===== src/rtl/trsq8_peri_pkg.sv =====
// TRSQ8 peripheral bus address map, slave indices and return-select encoding.
// Shared by the arbiter and any bus bridge that needs the same decode.
package trsq8_peri_pkg;

    localparam int unsigned NumSlaves = 4;

    localparam logic [7:0] RamBase  = 8'h00;
    localparam logic [7:0] RamLast  = 8'h7F;
    localparam logic [7:0] SpiBase  = 8'h80;
    localparam logic [7:0] SpiLast  = 8'h83;
    localparam logic [7:0] GpioBase = 8'h84;
    localparam logic [7:0] GpioLast = 8'h87;
    localparam logic [7:0] IicBase  = 8'h90;
    localparam logic [7:0] IicLast  = 8'h93;

    // Slave index doubles as the bit position in the one-hot select.
    typedef enum logic [2:0] {
        SelRam  = 3'd0,
        SelSpi  = 3'd1,
        SelGpio = 3'd2,
        SelIic  = 3'd3,
        SelErr  = 3'd4
    } rsel_e;

    function automatic logic in_range(input logic [7:0] addr,
                                      input logic [7:0] lo,
                                      input logic [7:0] hi);
        return (addr >= lo) && (addr <= hi);
    endfunction

    function automatic rsel_e sel_to_idx(input logic [NumSlaves-1:0] sel);
        rsel_e idx;
        case (sel)
            4'b0001: idx = SelRam;
            4'b0010: idx = SelSpi;
            4'b0100: idx = SelGpio;
            4'b1000: idx = SelIic;
            default: idx = SelErr;
        endcase
        return idx;
    endfunction

endpackage


===== src/rtl/peri_bus_arbiter_if.sv =====
// Signal bundle joining the CPU, the secondary master and the four peripheral
// slaves to the arbiter.
interface peri_bus_arbiter_if;

    logic [7:0] m0_addr;
    logic [7:0] m0_wdata;
    logic       m0_wr_en;
    logic       m0_rd_en;
    logic [7:0] m0_rdata;
    logic       m0_rvalid;

    logic [7:0] m1_addr;
    logic [7:0] m1_wdata;
    logic       m1_req;
    logic       m1_we;
    logic       m1_gnt;
    logic [7:0] m1_rdata;
    logic       m1_rvalid;

    logic [7:0] s_addr;
    logic [7:0] s_wdata;
    logic       s_wr_en;
    logic       s_rd_en;
    logic [3:0] s_sel;
    logic [7:0] s_rdata_ram;
    logic [7:0] s_rdata_spi;
    logic [7:0] s_rdata_gpio;
    logic [7:0] s_rdata_iic;

    logic       dec_err;
    logic       m1_starve;

    // Arbiter side: it is the slave of both masters and drives the slave bus.
    modport slave (
        input  m0_addr, m0_wdata, m0_wr_en, m0_rd_en,
        input  m1_addr, m1_wdata, m1_req, m1_we,
        input  s_rdata_ram, s_rdata_spi, s_rdata_gpio, s_rdata_iic,
        output m0_rdata, m0_rvalid,
        output m1_gnt, m1_rdata, m1_rvalid,
        output s_addr, s_wdata, s_wr_en, s_rd_en, s_sel,
        output dec_err, m1_starve
    );

    modport master (
        output m0_addr, m0_wdata, m0_wr_en, m0_rd_en,
        output m1_addr, m1_wdata, m1_req, m1_we,
        output s_rdata_ram, s_rdata_spi, s_rdata_gpio, s_rdata_iic,
        input  m0_rdata, m0_rvalid,
        input  m1_gnt, m1_rdata, m1_rvalid,
        input  s_addr, s_wdata, s_wr_en, s_rd_en, s_sel,
        input  dec_err, m1_starve
    );

endinterface


===== src/rtl/peri_addr_decode.sv =====
// Combinational TRSQ8 peripheral address decoder: one-hot slave select plus
// an error flag for addresses that hit no slave.
module peri_addr_decode
    import trsq8_peri_pkg::*;
(
    input  logic [7:0]           addr_i,
    output logic [NumSlaves-1:0] sel_o,
    output logic                 err_o
);

    assign sel_o = {in_range(addr_i, IicBase,  IicLast),
                    in_range(addr_i, GpioBase, GpioLast),
                    in_range(addr_i, SpiBase,  SpiLast),
                    in_range(addr_i, RamBase,  RamLast)};

    assign err_o = ~|sel_o;

endmodule


===== src/rtl/peri_bus_arbiter.sv =====
// Two-master, four-slave TRSQ8 peripheral bus arbiter with fixed CPU priority,
// registered read-return steering and a secondary-master starvation monitor.
module peri_bus_arbiter
    import trsq8_peri_pkg::*;
#(
    parameter logic [7:0] STARVE_MAX = 8'd64,
    parameter logic [7:0] ERR_RDATA  = 8'hFF
) (
    input logic               clk,
    input logic               reset_n,
    peri_bus_arbiter_if.slave bus_io
);

    logic                 m0_act;
    logic                 m0_rd;
    logic                 m1_gnt;
    logic                 m1_rd;
    logic                 bus_act;
    logic                 rd_issue;
    logic [7:0]           bus_addr;
    logic [NumSlaves-1:0] dec_sel;
    logic                 dec_err_raw;

    logic                 owner_q, owner_d;
    logic                 rpend_q, rpend_d;
    rsel_e                rsel_q, rsel_d;
    logic [7:0]           starve_cnt_q, starve_cnt_d;
    logic                 m1_wait;
    logic                 starve_hit;
    logic [7:0]           ret_data;

    assign m0_act   = bus_io.m0_wr_en | bus_io.m0_rd_en;
    assign m1_gnt   = bus_io.m1_req & ~m0_act;
    // A double strobe from the CPU is treated as a write.
    assign m0_rd    = bus_io.m0_rd_en & ~bus_io.m0_wr_en;
    assign m1_rd    = m1_gnt & ~bus_io.m1_we;
    assign bus_act  = m0_act | m1_gnt;
    assign rd_issue = m0_rd | m1_rd;

    always_comb begin
        bus_addr        = '0;
        bus_io.s_wdata  = '0;
        bus_io.s_wr_en  = 1'b0;
        bus_io.s_rd_en  = 1'b0;
        if (m0_act) begin
            bus_addr        = bus_io.m0_addr;
            bus_io.s_wdata  = bus_io.m0_wdata;
            bus_io.s_wr_en  = bus_io.m0_wr_en;
            bus_io.s_rd_en  = m0_rd;
        end else if (m1_gnt) begin
            bus_addr        = bus_io.m1_addr;
            bus_io.s_wdata  = bus_io.m1_wdata;
            bus_io.s_wr_en  = bus_io.m1_we;
            bus_io.s_rd_en  = ~bus_io.m1_we;
        end
    end

    peri_addr_decode u_decode (
        .addr_i (bus_addr),
        .sel_o  (dec_sel),
        .err_o  (dec_err_raw)
    );

    assign bus_io.s_addr  = bus_addr;
    assign bus_io.s_sel   = bus_act ? dec_sel : '0;
    assign bus_io.dec_err = (bus_act & dec_err_raw) | (bus_io.m0_wr_en & bus_io.m0_rd_en);
    assign bus_io.m1_gnt  = m1_gnt;

    // Read issue captures who asked and where; the return is muxed next cycle.
    always_comb begin
        rpend_d = rd_issue;
        owner_d = owner_q;
        rsel_d  = rsel_q;
        if (rd_issue) begin
            owner_d = ~m0_act;
            rsel_d  = sel_to_idx(dec_sel);
        end
    end

    assign m1_wait    = bus_io.m1_req & ~m1_gnt;
    assign starve_hit = m1_wait & (starve_cnt_q == STARVE_MAX - 8'd1);

    always_comb begin
        starve_cnt_d = starve_cnt_q + 8'd1;
        if (!m1_wait || starve_hit) begin
            starve_cnt_d = '0;
        end
    end

    assign bus_io.m1_starve = starve_hit;

    always_ff @(posedge clk or negedge reset_n) begin
        if (!reset_n) begin
            rpend_q      <= 1'b0;
            owner_q      <= 1'b0;
            rsel_q       <= SelRam;
            starve_cnt_q <= '0;
        end else begin
            rpend_q      <= rpend_d;
            owner_q      <= owner_d;
            rsel_q       <= rsel_d;
            starve_cnt_q <= starve_cnt_d;
        end
    end

    always_comb begin
        case (rsel_q)
            SelRam:  ret_data = bus_io.s_rdata_ram;
            SelSpi:  ret_data = bus_io.s_rdata_spi;
            SelGpio: ret_data = bus_io.s_rdata_gpio;
            SelIic:  ret_data = bus_io.s_rdata_iic;
            default: ret_data = ERR_RDATA;
        endcase
    end

    assign bus_io.m0_rvalid = rpend_q & ~owner_q;
    assign bus_io.m1_rvalid = rpend_q & owner_q;
    assign bus_io.m0_rdata  = bus_io.m0_rvalid ? ret_data : '0;
    assign bus_io.m1_rdata  = bus_io.m1_rvalid ? ret_data : '0;

endmodule


===== src/flat_wrapper.sv =====
// flat-port wrapper written by rule: the top's interface ports become plain ports
module peri_bus_arbiter_flat import trsq8_peri_pkg::*;
#(
    parameter logic [7:0] STARVE_MAX = 8'd64,
    parameter logic [7:0] ERR_RDATA  = 8'hFF
)
  (clk, reset_n, bus_io_m0_addr, bus_io_m0_wdata, bus_io_m0_wr_en, bus_io_m0_rd_en, bus_io_m1_addr, bus_io_m1_wdata, bus_io_m1_req, bus_io_m1_we, bus_io_s_rdata_ram, bus_io_s_rdata_spi, bus_io_s_rdata_gpio, bus_io_s_rdata_iic, bus_io_m0_rdata, bus_io_m0_rvalid, bus_io_m1_gnt, bus_io_m1_rdata, bus_io_m1_rvalid, bus_io_s_addr, bus_io_s_wdata, bus_io_s_wr_en, bus_io_s_rd_en, bus_io_s_sel, bus_io_dec_err, bus_io_m1_starve);
  peri_bus_arbiter_if bus_io_i ();
  input logic clk;
  input logic reset_n;
  input wire logic [$bits(bus_io_i.m0_addr)-1:0] bus_io_m0_addr;
  input wire logic [$bits(bus_io_i.m0_wdata)-1:0] bus_io_m0_wdata;
  input wire logic [$bits(bus_io_i.m0_wr_en)-1:0] bus_io_m0_wr_en;
  input wire logic [$bits(bus_io_i.m0_rd_en)-1:0] bus_io_m0_rd_en;
  input wire logic [$bits(bus_io_i.m1_addr)-1:0] bus_io_m1_addr;
  input wire logic [$bits(bus_io_i.m1_wdata)-1:0] bus_io_m1_wdata;
  input wire logic [$bits(bus_io_i.m1_req)-1:0] bus_io_m1_req;
  input wire logic [$bits(bus_io_i.m1_we)-1:0] bus_io_m1_we;
  input wire logic [$bits(bus_io_i.s_rdata_ram)-1:0] bus_io_s_rdata_ram;
  input wire logic [$bits(bus_io_i.s_rdata_spi)-1:0] bus_io_s_rdata_spi;
  input wire logic [$bits(bus_io_i.s_rdata_gpio)-1:0] bus_io_s_rdata_gpio;
  input wire logic [$bits(bus_io_i.s_rdata_iic)-1:0] bus_io_s_rdata_iic;
  output wire logic [$bits(bus_io_i.m0_rdata)-1:0] bus_io_m0_rdata;
  output wire logic [$bits(bus_io_i.m0_rvalid)-1:0] bus_io_m0_rvalid;
  output wire logic [$bits(bus_io_i.m1_gnt)-1:0] bus_io_m1_gnt;
  output wire logic [$bits(bus_io_i.m1_rdata)-1:0] bus_io_m1_rdata;
  output wire logic [$bits(bus_io_i.m1_rvalid)-1:0] bus_io_m1_rvalid;
  output wire logic [$bits(bus_io_i.s_addr)-1:0] bus_io_s_addr;
  output wire logic [$bits(bus_io_i.s_wdata)-1:0] bus_io_s_wdata;
  output wire logic [$bits(bus_io_i.s_wr_en)-1:0] bus_io_s_wr_en;
  output wire logic [$bits(bus_io_i.s_rd_en)-1:0] bus_io_s_rd_en;
  output wire logic [$bits(bus_io_i.s_sel)-1:0] bus_io_s_sel;
  output wire logic [$bits(bus_io_i.dec_err)-1:0] bus_io_dec_err;
  output wire logic [$bits(bus_io_i.m1_starve)-1:0] bus_io_m1_starve;
  assign bus_io_i.m0_addr = bus_io_m0_addr;
  assign bus_io_i.m0_wdata = bus_io_m0_wdata;
  assign bus_io_i.m0_wr_en = bus_io_m0_wr_en;
  assign bus_io_i.m0_rd_en = bus_io_m0_rd_en;
  assign bus_io_i.m1_addr = bus_io_m1_addr;
  assign bus_io_i.m1_wdata = bus_io_m1_wdata;
  assign bus_io_i.m1_req = bus_io_m1_req;
  assign bus_io_i.m1_we = bus_io_m1_we;
  assign bus_io_i.s_rdata_ram = bus_io_s_rdata_ram;
  assign bus_io_i.s_rdata_spi = bus_io_s_rdata_spi;
  assign bus_io_i.s_rdata_gpio = bus_io_s_rdata_gpio;
  assign bus_io_i.s_rdata_iic = bus_io_s_rdata_iic;
  assign bus_io_m0_rdata = bus_io_i.m0_rdata;
  assign bus_io_m0_rvalid = bus_io_i.m0_rvalid;
  assign bus_io_m1_gnt = bus_io_i.m1_gnt;
  assign bus_io_m1_rdata = bus_io_i.m1_rdata;
  assign bus_io_m1_rvalid = bus_io_i.m1_rvalid;
  assign bus_io_s_addr = bus_io_i.s_addr;
  assign bus_io_s_wdata = bus_io_i.s_wdata;
  assign bus_io_s_wr_en = bus_io_i.s_wr_en;
  assign bus_io_s_rd_en = bus_io_i.s_rd_en;
  assign bus_io_s_sel = bus_io_i.s_sel;
  assign bus_io_dec_err = bus_io_i.dec_err;
  assign bus_io_m1_starve = bus_io_i.m1_starve;
  peri_bus_arbiter #(.STARVE_MAX(STARVE_MAX), .ERR_RDATA(ERR_RDATA)) u_core (.clk(clk), .reset_n(reset_n), .bus_io(bus_io_i));
endmodule

===== config.mk =====
export PLATFORM = sky130hd
export DESIGN_NAME = peri_bus_arbiter_flat
export DESIGN_NICKNAME = d
export VERILOG_FILES = /design/src/rtl/trsq8_peri_pkg.sv /design/src/rtl/peri_bus_arbiter_if.sv /design/src/rtl/peri_addr_decode.sv /design/src/rtl/peri_bus_arbiter.sv /design/src/flat_wrapper.sv
export SDC_FILE = /design/constraint.sdc
export NUM_CORES = 1
export LEC_CHECK = 0
export ABC_AREA = 1
export ABC_CLOCK_PERIOD_IN_PS = 2900
export BUFFER_PORTS_ARGS = -buffer_cell sky130_fd_sc_hd__buf_2
export CAP_MARGIN = 20
export CORE_UTILIZATION = 40
export CTS_BUF_LIST = sky130_fd_sc_hd__clkbuf_4 sky130_fd_sc_hd__clkbuf_8
export CTS_CLUSTER_SIZE = 16
export DETAILED_ROUTE_END_ITERATION = 10
export GPL_TIMING_DRIVEN = 0
export PLACE_DENSITY = 0.85
export SETUP_SLACK_MARGIN = 0.02
export SLEW_MARGIN = 20
export SYNTH_ARGS = -nofsm -noshare
export SYNTH_HDL_FRONTEND = slang
export SYNTH_SLANG_ARGS = --single-unit

===== constraint.sdc =====
create_clock -name clk -period 2.9 [get_ports clk]
set_input_delay 0.435 -clock clk [delete_from_list [all_inputs] [get_ports clk]]
set_output_delay 0.435 -clock clk [all_outputs]
set_load 0.01 [all_outputs]

==> metrics <==
Initial Util a little over two fifths; setup violators final 0; Cell Pwr Density ~320 mW/mm^2; total power draw around 0.59 mW; first-pass GRT wire length approximately 6000 um; fillcell total around 270; Hold-fix buffers, CTS 0; drt drc 9; CTS Buffer Depth 2; sinks on the clock net 13; routed wire length approximately 3800 um; Synth Flop Type dfrtp_1; post-DP HPWL about 3100 um; async set or reset register ratio after synthesis 100%; clock root cell clkbuf_4; Num CTS Buffers 3; final cycle utilization of the critical path approximately four fifths; I/O pin count about 110; row count 19; H-tree depth 1; largest net degree at the start of global routing 14; Final Slew Violations 0; status finished with violations; Setup TNS 0 ps; CP required around 2500 ps; violation count after the first detailed-route iteration slightly below 80; Post-synth EDFFs 0; clock slew at reported path FFs about 70 ps; Synth Area per Inst ~6.2 um^2; cell count after synthesis approximately 200; ANT nets after route 0; max_slew headroom ~74%; leakage 1.17 nW; most frequent cells in the layout buf_2, nand2_1, nor2_1, inv_1, nand3_1; DRT Pass-1 Iters 8; worst hold slack 28.1 ps; CP Max Fanout 10; vias approximately 1700; commonest non-fill, non-tap cell in the layout buf_2; port bufs approximately 110; worst skew pair latency between 200 and 300 ps; CTS tree yes; cts repair resizes 0; Post-CTS Setup Bufs 0; Critical Path Max Stage Delay ~370 ps; CP Cell Sequence clkinv_1 -> nand3_2 -> o21ai_0 -> a311oi_1 -> nor2_1 -> buf_2; Die Area 0.00333 mm^2; WL/cell around 11 um; synthesized area between 0.001 and 0.0015 mm^2; initial antenna violation count 0; RSZ-0062 raised after global routing no; core area about 0.0029 mm^2; Final Wtd Congestion 0.775; die height around 58 um; Die X roughly 58 um; Critical Path Sink Type output pin; max-cap violation count 0; worst slew pin tran 393 ps; ant diodes 0; DP Area between 0.0015 and 0.002 mm^2; critical path type flop to output pin; Net count, final around 390; share of post-route cells with drive strength above 1 approximately 43%; crit path time final about 2300 ps; worst vdd ir 0.000191 V; sequential element share of the synthesized area roughly a quarter; Total GRT Usage between 20% and 30%; WP data arrival around 1900 ps; library cells used by synthesis 30; FMAX approximately 0.43 GHz; Critical Path Start Type flop; Syn. warnings 0; failing checks DRC; Inst Count DP 342; fin cells 346; worst clock skew ~1.3 ps; Seq cells post-synth 13; total grt overflow 0; Finished Cell Area ~0.0019 mm^2; Via-to-Cell Ratio about 5.0; Final Hold Viols 0; Hold WC Path Type input pin to async pin; vias in the first global route around 1500; Syn-to-layout area delta 50.7%; slowest stage cell, crit path dfrtp_1; syn nets 270
-- worst max-delay path: cells and delay by family, from the launching register on --
kind,cells,cell delay (ps)
AOI/OAI and AO/OA,2,450
and+or+nand+nor,2,350
DFF,1,370
buffers and inverters,2,430
-- registers in the layout, summed over array words and instances (netlist names) --
signal / count
u_core.rsel_q: 3
u_core.owner_q: 1
u_core.rpend_q: 1
u_core.starve_cnt_q: 8
-- Yosys cell counts, types with 2 or more instances --
library cell | number | area share (%)
nand2_1 | 51 | 15
nand4_1 | 3 | 1.5
nor3b_1 | 2 | 1.2
nand3_1 | 14 | 5.6
inv_2 | 8 | 2.4
o211ai_1 | 3 | 1.8
o21ai_0 | 7 | 2.8
a311oi_1 | 4 | 2.8
a211oi_1 | 3 | 1.8
a21oi_1 | 3 | 1.2
nand2_2 | 3 | 1.5
inv_1 | 24 | 7.3
buf_2 | 2 | 0.81
nor2_2 | 2 | 1.0
nor2_1 | 31 | 9.4
a22o_1 | 10 | 7.1
dfrtp_1 | 13 | 26
o21ai_1 | 2 | 0.81
nor3_1 | 3 | 1.2
-- metal layers --
| metal | vias to the layer above | part of all wire, % | track usage (%) |
|---|---|---|---|
| met5 | - | 0 | 0 |
| met1 | 749 | 40 | 25.1 |
| met3 | 4 | 9.0 | 2.01 |
| li1 | 886 | - | - |
| met4 | 0 | 1.1 | 7.14 |
| met2 | 89 | 50 | 43.7 |
-- power breakdown --
group / leakage (nW) / internal [mW] / switching (mW)
clock: 0.0184 / 0.0626 / 0.0550
combinational: 0.974 / 0.119 / 0.157
sequential: 0.176 / 0.190 / 0.00598
-- final cells by class --
| cell class | instances | area (um^2) | area share, % |
|---|---|---|---|
| sequential | 13 | 325 | 17.4 |
| multi-input combinational | 150 | 778 | 41.6 |
| buffer | 3 | 13.8 | 0.736 |
| tap | 31 | 38.8 | 2.07 |
| clock buffer | 4 | 30.0 | 1.61 |
| timing repair buffer | 112 | 561 | 30.0 |
| inverter | 33 | 124 | 6.62 |
-- stage by stage --
step / util (%) / setup slack, ps
final: 65.6 / 593
after global routing: 65.6 / 440
after CTS: 65.6 / 583
after detailed placement: 64.5 / 823
after global placement: 64.5 / 828
after floorplan: - / 1140
-- cell families after synthesis --
family | count (synthesis) | share of synthesized area (%)
fa+ha+maj | 1 | 1.01
buf+inv | 36 | 11.1
simple gates | 113 | 40.3
xor+xnor | 1 | 0.706
flops | 13 | 26.2
compound gates | 35 | 20.7
-- worst paths after layout --
check	start	to	slack (ps)	cells past startpoint
max	u_core.rsel_q[0]	bus_io_m1_rdata[6]	590	6
min	reset_n	u_core.starve_cnt_q[2]	30	1
max reg2reg	u_core.starve_cnt_q[0]	u_core.starve_cnt_q[4]	1240	10
min reg2reg	u_core.starve_cnt_q[0]	u_core.starve_cnt_q[0]	490	1
max in group asynchronous	reset_n	u_core.rsel_q[0]	2660	1
min in group clk	bus_io_m0_wr_en	u_core.rpend_q	460	2
No activity file was read; power rests on OpenSTA's default activity.
